<file path="config.mk">
export PLATFORM = sky130hd
export DESIGN_NAME = ref_timer
export DESIGN_NICKNAME = d
export VERILOG_FILES = /design/src/rtl/ref_timer.sv
export SDC_FILE = /design/constraint.sdc
export NUM_CORES = 1
export LEC_CHECK = 0
export BUFFER_PORTS_ARGS = -buffer_cell sky130_fd_sc_hd__buf_2
export CORE_AREA = 2 2 39 41
export CTS_CLUSTER_DIAMETER = 40
export DETAILED_ROUTE_END_ITERATION = 8
export DIE_AREA = 0 0 41 43
export SYNTH_ARGS = -nofsm -noshare
export SYNTH_HDL_FRONTEND = slang
export SYNTH_SLANG_ARGS = --single-unit
export TNS_END_PERCENT = 50
</file>
<file path="constraint.sdc">
create_clock -name CLK -period 2.5 [get_ports CLK]
set_input_delay 0.25 -clock CLK [delete_from_list [all_inputs] [get_ports CLK]]
set_output_delay 0.25 -clock CLK [all_outputs]
set_load 0.02 [all_outputs]
</file>
<file path="src/rtl/ref_timer.sv">
// Refresh request timer: a free-running prescaler issues refresh ticks that
// accumulate as pending credit, and each acknowledgement pulse retires one.
module ref_timer #(
  parameter int INTERVAL  = 235,
  parameter int URGENT_AT = 2
) (
  input  logic CLK,
  input  logic RST,
  input  logic RefAck,
  output logic RefReq,
  output logic RefUrgent,
  output logic RefLost
);

  localparam logic [7:0] CntLast   = 8'(INTERVAL - 1);
  localparam logic [1:0] UrgentLvl = 2'(URGENT_AT);
  localparam logic [1:0] PendMax   = 2'd3;

  logic [7:0] cntR;
  logic [1:0] pendR;
  logic       ackQR;
  logic       refReqR;
  logic       refUrgentR;
  logic       refLostR;

  logic       tickS;
  logic       ackEdgeS;
  logic [1:0] pendNextS;
  logic       lostSetS;

  // Tick, acknowledge edge detection and next pending count
  always_comb begin
    tickS     = (cntR == CntLast);
    ackEdgeS  = RefAck & ~ackQR;
    pendNextS = pendR;
    lostSetS  = 1'b0;
    case ({tickS, ackEdgeS})
      2'b10: begin
        if (pendR != PendMax) begin
          pendNextS = pendR + 2'd1;
        end else begin
          lostSetS = 1'b1;
        end
      end
      2'b01: begin
        if (pendR != 2'd0) begin
          pendNextS = pendR - 2'd1;
        end else begin
          pendNextS = pendR;
        end
      end
      // A tick and an ack on the same edge cancel, even at the limits
      default: pendNextS = pendR;
    endcase
  end

  // State and registered outputs; the ack history follows RefAck through
  // reset so an ack held high across release is not seen as a new edge
  always_ff @(posedge CLK) begin
    if (RST) begin
      cntR       <= 8'd0;
      pendR      <= 2'd0;
      ackQR      <= RefAck;
      refReqR    <= 1'b0;
      refUrgentR <= 1'b0;
      refLostR   <= 1'b0;
    end else begin
      cntR       <= tickS ? 8'd0 : cntR + 8'd1;
      pendR      <= pendNextS;
      ackQR      <= RefAck;
      refReqR    <= (pendNextS != 2'd0);
      refUrgentR <= (pendNextS >= UrgentLvl);
      refLostR   <= refLostR | lostSetS;
    end
  end

  assign RefReq    = refReqR;
  assign RefUrgent = refUrgentR;
  assign RefLost   = refLostR;

endmodule

</file>
==> summary.txt, run 1 <==
Clocking
  • Post-CTS Setup Inserts: 0
  • CTS Buf Count: 3
  • H-tree depth: 1
  • Hold buffers post-CTS: 0
  • Skew-Pair Late Insertion Delay: 0.27 ns
  • Resized cells post-CTS: 0
  • CTS tree: built
  • Clock root cell: clkbuf_4
  • Clk slew on worst S/H paths: 0.08 ns
  • Clock Sinks: 13
  • Clk buf depth: 2

STA
  • Setup TNS: 0 ns
  • Relative max-transition margin: 61.4%
  • Skew final: 0.00393 ns
  • Crit share post-route: 79.6%
  • Setup Viol. Count Final: 0
  • Worst-Margin Slew: 0.576 ns
  • Slew Limit Fails: 0
  • FMAX: 503 MHz
  • Final Hold Viols: 0
  • Minimum clock period: 1.99 ns
  • RSZ-0062 raised after global routing: false

Power and ir drop
  • Sw Pwr: 0.0810 mW
  • Flop pwr share: 60.3%
  • Gate power share: 4.4%
  • Clock share of power: 35.3%
  • Power Density: 562 nW/um^2
  • Worst VDD drop: 0.298 mV
  • Switching Fraction: 22.5%
  • Cell-internal power: 0.278 mW
  • Leakage: 0.247 nW

Global routing
  • Met2 GRT Util: 16.9%
  • Gr busiest metal: met1
  • M1 GR Usage: 18.8%
  • First-pass GRT wire length: 1580 microns
  • Pin count of the biggest net entering global routing: 9
  • Vias in the first global route: 383
  • GR Util met3: 3.14%
  • Gr ovfl total: 0
  • GR Util All Layers: 13.3%
  • Initial antenna violation count: 0

Layout
  • Share of cells above drive strength 1: 14.1%
  • Finished Cell Area: 639 sq um
  • Area delta synth->final: 12.8%
  • Nets: 79
  • Leading cell type in the layout, fill and taps excluded: dfxtp_1
  • Final Util: 46.2%
  • Most frequent cells in the layout: dfxtp_1 (13), a21oi_1 (6), nor2_1 (6), buf_2 (5)
  • N_diodes: 0

Floorplan
  • Die X: 41 microns
  • Row count: 14
  • Core Area: 1380 sq um
  • Total die area: 1760 sq um
  • I/O Pins: 6
  • Die height: 43 microns
  • Starting density of the core: 41.0%

Critical path
  • Slowest stage delay, CP: 0.36 ns
  • Worst setup SP type: flop
  • Buf/Inv on CP: 1
  • Worst EP arrival: 2.19 ns
  • Setup crit end kind: flop
  • Most frequent CP cell: ha_1
  • CP delay by family, top: simple AND/OR/NAND/NOR gates
  • Crit path kind: reg -> reg
  • Crit path cell chain: inv_1 > ha_1 > nand4_1 > or3_1 > ha_1 > nor4bb_1 > a21oi_1 > a41oi_1
  • Crit-path max FO: 5
  • Req. time, crit path: 2.70 ns
  • Slowest CP cell: or3_1

Detailed routing
  • Vias per inst: 5.11
  • Wire per inst: 10.2 microns
  • Post-route ant nets: 0
  • Drt drc: 0
  • Routed WL: 891 microns
  • DR iter-0 viols: 4
  • Pre-antenna DRT Iters: 4
  • Total number of vias: 445

Logic synthesis
  • Complex-gate fraction of the synthesized area: 16.1%
  • Seq/Total Area, Yosys: 45.9%
  • Synth Area in Adders: 8.83%
  • Synthesized area: 567 sq um
  • Distinct cells, synth: 22
  • Mapped Cells: 62
  • Mux cell area share after synthesis: 0%
  • Post-Synth XOR/XNOR Area: 4.64%
  • Synth Area per Inst: 9.14 sq um
  • Synth Area in Simple Gates: 21.9%
  • Yosys reg bits: 13
  • Synth warnings: 0
  • Mapped Nets: 69
  • Largest family of logic cells by synthesized area: simple AND/OR/NAND/NOR gates

Placed design
  • DP Area: 612 sq um
  • Placer Congestion: 0.693
  • Final HPWL DP: 669 microns
  • PortBufs: 5

Hold path
  • Hold crit path type: in -> reg

Run status
  • Status: complete, no violations

Run
  • Max-capacitance violation count: 0
-- cells in the mapped netlist --
cell type	n	area share, %
a21oi_1	6	5.3
a31oi_1	2	2.2
a41oi_1	1	1.5
and2_1	1	1.1
dfxtp_1	13	46
ha_1	4	8.8
inv_1	4	2.6
nand2_1	3	2.0
nand2b_1	1	1.1
nand3_1	3	2.6
nand4_1	1	1.1
nor2_1	6	4.0
nor2b_1	2	2.2
nor3b_1	1	1.3
nor4bb_1	1	1.8
o21ai_0	4	3.5
o31ai_1	1	1.3
o31ai_2	1	2.2
or3_1	3	3.3
or4_1	1	1.3
xnor2_1	1	1.5
xor2_1	2	3.1
-- path summary, 6_finish.rpt --
path / from / endpoint / slack, ns / depth (start not counted)
min reg2reg: RefLost / RefLost / 0.48 / 2
max: cntR[0] / RefReq / 0.51 / 8
min: RefAck / ackQR / 0.08 / 1
max reg2reg: cntR[0] / RefReq / 0.51 / 8
-- worst register-to-register path, stage by stage (launching register included) --
cell and delay [ns]:
dfxtp_1 0.35, inv_1 0.07, ha_1 0.13, nand4_1 0.10
or3_1 0.36, ha_1 0.35, nor4bb_1 0.27, a21oi_1 0.09
a41oi_1 0.21
-- per-layer routing --
layer	wire, microns	share of wire (%)
met1	450	51
met3	36	4.0
met4	10	1.1
met5	0	0
met2	394	44
-- power by group through the flow --
stage / clock (mW) / combinational [mW] / sequential, mW
global placement: 0 / 0.0161 / 0.221
CTS: 0.135 / 0.0161 / 0.217
finish: 0.127 / 0.0159 / 0.217
floorplan: 0 / 0.0116 / 0.221
detailed placement: 0 / 0.0161 / 0.222
global route: 0.143 / 0.0191 / 0.217
-- sequential cells by signal, summed over array words and instances (netlist names) --
register	count
RefLost	1
pendR	2
RefReq	1
cntR	8
ackQR	1
-- final cells by class --
cell class	count	area (sq um)
timing repair buffer	5	25.0
sequential	13	260
fill	147	744
clock buffer	3	22.5
clock inverter	1	5.00
multi-input combinational	45	292
tap	16	20.0
inverter	4	15.0
-- cells by family after synthesis --
family / Yosys count
flops: 13
compound gates: 15
xor+xnor: 3
buf+inv: 4
simple gates: 23
fa+ha+maj: 4
-- metrics by stage --
step,instances,power [mW],setup slack (ns),hold slack (ns)
floorplan,62,0.232,0.652,0.278
global placement,83,0.237,0.538,0.364
detailed placement,83,0.238,0.523,0.368
CTS,87,0.368,0.503,0.0718
global route,87,0.380,0.348,0.0750
finish,87,0.359,0.511,0.0845
Note: power is estimated with default switching activity, not from simulation.
==> run 2: changes to the inputs <==
==> constraint.sdc (replaced) <==
create_clock -name CLK -period 2 [get_ports CLK]
set_input_delay 0.2 -clock CLK [delete_from_list [all_inputs] [get_ports CLK]]
set_output_delay 0.2 -clock CLK [all_outputs]
set_load 0.02 [all_outputs]
==> summary.txt, run 2 (synthesized netlist as in run 1, its figures left out) <==
Run status
  • Status: complete, no violations

STA
  • RSZ-0062 raised after global routing: false
  • Minimum clock period: 1.82 ns (-0.170 ns)
  • Relative max-transition margin: 60.0% (-1.3 points)
  • Setup Viol. Count Final: 0 (unchanged)
  • WHS: 0.0374 ns (-0.0471 ns)
  • Setup TNS: 0 ns (unchanged)
  • Final Hold Viols: 0 (unchanged)
  • Crit share post-route: 91.0% (+11 points)
  • FMAX: 550 MHz (+9.3%)
  • Skew final: 0.000290 ns (-0.00364 ns)
  • Worst-Margin Slew: 0.596 ns (+0.0197 ns)
  • Slew Limit Fails: 0 (unchanged)

Detailed routing
  • DR iter-0 viols: 5 (+1)
  • Post-route ant nets: 0 (unchanged)
  • Total number of vias: 469 (+5.4%)
  • Drt drc: 0 (unchanged)
  • Pre-antenna DRT Iters: 4 (unchanged)
  • Wire per inst: 10.4 microns (+1.3%)
  • Routed WL: 965 microns (+8.3%)
  • Vias per inst: 5.04 (-1.4%)

Clocking
  • Clk buf depth: 2 (unchanged)
  • CTS tree: built
  • Hold buffers post-CTS: 0 (unchanged)
  • Clk slew on worst S/H paths: 0.07 ns (about the same)
  • Clock Sinks: 13 (unchanged)
  • Clock root cell: clkbuf_4
  • CTS Buf Count: 3 (unchanged)
  • H-tree depth: 1 (unchanged)
  • Skew-Pair Late Insertion Delay: 0.27 ns (about the same)

Layout
  • Most frequent cells in the layout: dfxtp_1 (13), a21oi_1 (6), nor2_1 (6), buf_4 (6), buf_2 (5)
  • Leading cell type in the layout, fill and taps excluded: dfxtp_1
  • Largest register FFs: 8 (unchanged)
  • N_diodes: 0 (unchanged)
  • Top Registers: cntR x8, pendR x2
  • Share of cells above drive strength 1: 23.4% (+9.3 points)
  • Finished Cell Area: 703 sq um (+10%)
  • Area delta synth->final: 24.1%
  • Nets: 85 (+7.6%)
  • Biggest register: cntR
  • Final Util: 50.8% (+4.6 points)

Run
  • Max-capacitance violation count: 0 (unchanged)

Critical path
  • Setup crit end kind: flop
  • Crit-path max FO: 5 (unchanged)
  • Worst setup SP type: flop
  • Crit path kind: reg -> reg
  • Worst EP arrival: 2.01 ns (-0.18 ns)
  • Req. time, crit path: 2.19 ns (-0.51 ns)

Power and ir drop
  • Clock share of power: 33.8% (-1.5 points)
  • Flop pwr share: 58.9% (-1.4 points)
  • Switching Fraction: 20.9% (-1.6 points)
  • Sw Pwr: 0.0948 mW (+17%)
  • Total power: 0.454 mW (+26%)
  • Cell-internal power: 0.359 mW (+29%)
  • Power Density: 645 nW/um^2 (+15%)
  • Gate power share: 7.2% (+2.8 points)
  • Worst VDD drop: 0.384 mV (+29%)
  • Leakage: 0.276 nW (+12%)

Floorplan
  • Starting density of the core: 41.0% (unchanged)
  • Die X: 41 microns (unchanged)
  • I/O Pins: 6 (unchanged)
  • Core Area: 1380 sq um (unchanged)
  • Row count: 14 (unchanged)
  • Die height: 43 microns (unchanged)
  • Total die area: 1760 sq um (unchanged)

Global routing
  • Gr ovfl total: 0 (unchanged)
  • Pin count of the biggest net entering global routing: 9 (unchanged)
  • Initial antenna violation count: 0 (unchanged)
  • Vias in the first global route: 425 (+11%)
  • GR Util All Layers: 15.2% (+1.9 points)
  • First-pass GRT wire length: 1740 microns (+10%)

Hold path
  • Hold crit path type: in -> reg

Placed design
  • Final HPWL DP: 737 microns (+10%)
  • PortBufs: 5 (unchanged)
  • Placer Congestion: 0.731 (+5.4%)
  • DP Area: 657 sq um (+7.4%)
run 2: what timing repair did:
action                                 in CTS  in global routing
endpoints found under the hold margin       0                  0
setup buffers                               0                  0
gates resized for setup                     0                  3
setup endpoints to repair                   0                  1
run 2: worst max-delay path: stages, from the launching register on:
cell      delay (ns)
dfxtp_1         0.31
inv_1           0.05
ha_1            0.14
nand4_1         0.09
or3_4           0.36
ha_4            0.24
nor4bb_1        0.26
a21oi_1         0.08
a41oi_1         0.20
run 2: final timing paths:
path	start	end	slack, ns	depth (start not counted)
worst min register to register	RefLost	RefLost	0.47	2
worst min-delay path	RefAck	ackQR	0.04	1
worst max-delay path	cntR[0]	RefReq	0.18	8
worst max register to register	cntR[0]	RefReq	0.18	8
run 2: area by class of cell:
type | count | area [sq um]
Fill cell | 143 | 681
Multi-Input combinational cell | 45 | 312
Sequential cell | 13 | 260
Timing Repair Buffer | 11 | 70.1
Clock buffer | 4 | 26.3
Tap cell | 16 | 20.0
Inverter | 4 | 15.0
run 2: power by group through the flow:
| stage | combinational [mW] | clock, mW | sequential (mW) |
|---|---|---|---|
| 2_1_floorplan | 0.0146 | 0 | 0.276 |
| 5_1_grt | 0.0384 | 0.179 | 0.268 |
| 4_1_cts | 0.0312 | 0.164 | 0.267 |
| 6_report | 0.0328 | 0.153 | 0.267 |
| 3_3_place_gp | 0.0309 | 0 | 0.273 |
| 3_5_place_dp | 0.0312 | 0 | 0.274 |
run 2: per-stage QoR:
step / std cells / worst slack (ns)
5_1_grt: 93 / 0.0174
4_1_cts: 93 / 0.0789
3_3_place_gp: 89 / 0.0970
3_5_place_dp: 89 / 0.102
2_1_floorplan: 62 / 0.152
6_report: 93 / 0.181
run 2: layer usage:
layer  global-route usage, %  share of wire (%)
met1                    17.6                 48
met5                       0                  0
met2                    20.9                 44
met3                    9.42                5.7
met4                    8.00                2.1
==> run 3: changes to the inputs <==
--- a/config.mk
+++ b/config.mk
@@ -10,6 +10,7 @@
 export CTS_CLUSTER_DIAMETER = 40
 export DETAILED_ROUTE_END_ITERATION = 8
 export DIE_AREA = 0 0 41 43
+export SETUP_SLACK_MARGIN = 0.5
 export SYNTH_ARGS = -nofsm -noshare
 export SYNTH_HDL_FRONTEND = slang
 export SYNTH_SLANG_ARGS = --single-unit
==> summary.txt, run 3 (synthesized netlist as in run 1, its figures left out) <==
Layout
  • Most frequent cells in the layout: dfxtp_1 (11), a21oi_1 (6), nor2_1 (6), buf_4 (6), buf_2 (5)
  • Share of cells above drive strength 1: 29.9% (+6.5 points)
  • Final Util: 52.9% (+2.1 points)
  • Nets: 85 (unchanged)
  • Largest register FFs: 8 (unchanged)
  • Top Registers: cntR x8, pendR x2
  • Non-Filler Instances: 93 (unchanged)
  • Area delta synth->final: 29.1%
  • Biggest register: cntR
  • Leading cell type in the layout, fill and taps excluded: dfxtp_1
  • N_diodes: 0 (unchanged)

Power and ir drop
  • Power Density: 627 nW/um^2 (-2.7%)
  • Leakage: 0.276 nW (about the same)
  • Worst VDD drop: 0.368 mV (-4.1%)

Critical path
  • Worst setup SP type: flop
  • Worst EP arrival: 1.98 ns (-0.03 ns)
  • Crit-path max FO: 5 (unchanged)
  • Most frequent CP cell: ha_4
  • Buf/Inv on CP: 1 (unchanged)
  • Setup crit end kind: flop
  • Slowest stage delay, CP: 0.36 ns (about the same)
  • Crit path cell chain: inv_2 > ha_4 > nand4_1 > or3_4 > ha_4 > nor4bb_1 > a21oi_1 > a41oi_1
  • Req. time, crit path: 2.19 ns (about the same)
  • Crit path kind: reg -> reg
  • Slowest CP cell: or3_4
  • CP delay by family, top: simple AND/OR/NAND/NOR gates

Clocking
  • Hold buffers post-CTS: 0 (unchanged)
  • Clk slew on worst S/H paths: 0.07 ns (about the same)
  • Skew-Pair Late Insertion Delay: 0.27 ns (about the same)
  • Clock root cell: clkbuf_4
  • Clock Sinks: 13 (unchanged)
  • H-tree depth: 1 (unchanged)
  • Clk buf depth: 2 (unchanged)
  • CTS Buf Count: 3 (unchanged)
  • CTS tree: built

Detailed routing
  • Drt drc: 0 (unchanged)
  • Vias per inst: 5.13 (+1.7%)
  • DR iter-0 viols: 2 (-3)
  • Wire per inst: 10.9 microns (+5.0%)
  • Pre-antenna DRT Iters: 4 (unchanged)
  • Post-route ant nets: 0 (unchanged)
  • Total number of vias: 477 (+1.7%)
  • Routed WL: 1010 microns (+5.0%)

Global routing
  • Initial antenna violation count: 0 (unchanged)
  • First-pass GRT wire length: 1770 microns (+2.0%)
  • Vias in the first global route: 425 (unchanged)
  • Pin count of the biggest net entering global routing: 9 (unchanged)
  • GR Util All Layers: 15.0% (-0.21 points)
  • Gr ovfl total: 0 (unchanged)

Run
  • Max-capacitance violation count: 0 (unchanged)

Floorplan
  • Total die area: 1760 sq um (unchanged)
  • Starting density of the core: 41.0% (unchanged)
  • Die height: 43 microns (unchanged)
  • Row count: 14 (unchanged)
  • Core Area: 1380 sq um (unchanged)
  • Die X: 41 microns (unchanged)
  • I/O Pins: 6 (unchanged)

Run status
  • Status: complete, no violations

Placed design
  • Post-placement cell count: 85 (-4.5%)
  • Place WS: 0.105 ns (+0.00281 ns)
  • Placer Congestion: 0.615 (-16%)
  • Final HPWL DP: 723 microns (-1.9%)
  • PortBufs: 5 (unchanged)

STA
  • Crit share post-route: 89.2% (-1.8 points)
  • Setup TNS: 0 ns (unchanged)
  • FMAX: 561 MHz (+2.0%)
  • Minimum clock period: 1.78 ns (-0.0352 ns)
  • Relative max-transition margin: 81.6% (+22 points)
  • Final Hold Viols: 0 (unchanged)
  • Slack of the critical path: 0.216 ns (+0.0352 ns)
  • RSZ-0062 raised after global routing: true
  • Slew Limit Fails: 0 (unchanged)
  • Worst-Margin Slew: 0.275 ns (-0.320 ns)
  • Setup Viol. Count Final: 0 (unchanged)
  • Skew final: 0.000455 ns (+0.000165 ns)

Hold path
  • Hold crit path type: in -> reg
## run 3: through the flow
step / hold slack (ns) / area [sq um] / power (mW)
CTS: 0.0293 / 691 / 0.464
global route: 0.0368 / 732 / 0.486
floorplan: 0.228 / 584 / 0.292
detailed placement: 0.318 / 644 / 0.302
finish: 0.0403 / 732 / 0.459
global placement: 0.314 / 644 / 0.301
## run 3: area by class of cell
type / instances / area, sq um
inverter: 4 / 15.0
tap: 16 / 20.0
multi-input combinational: 45 / 338
fill: 129 / 652
clock buffer: 4 / 26.3
sequential: 13 / 263
timing repair buffer: 11 / 70.1
## run 3: worst paths after layout
path / start / end / slack [ns] / cells past startpoint
max: cntR[0] / RefReq / 0.22 / 8
min: RefAck / ackQR / 0.04 / 1
max reg2reg: cntR[0] / RefReq / 0.22 / 8
min reg2reg: RefLost / RefLost / 0.46 / 2
## run 3: repair_timing
item	CTS	global route
endpoints found under the setup margin	4	12
buffers inserted	2	2
pin swaps	3	3
gates resized for setup	3	5
## run 3: report_power, final
part           switching (mW)  internal, mW
clock network          0.0774        0.0772
logic                  0.0166        0.0176
registers             0.00487         0.266
## run 3: metal layers
metal  wire length (microns)  global-route usage, %
met1                     445                   19.0
met2                     508                   20.9
met3                      50                   4.71
met4                       9                   10.0
met5                       0                      0
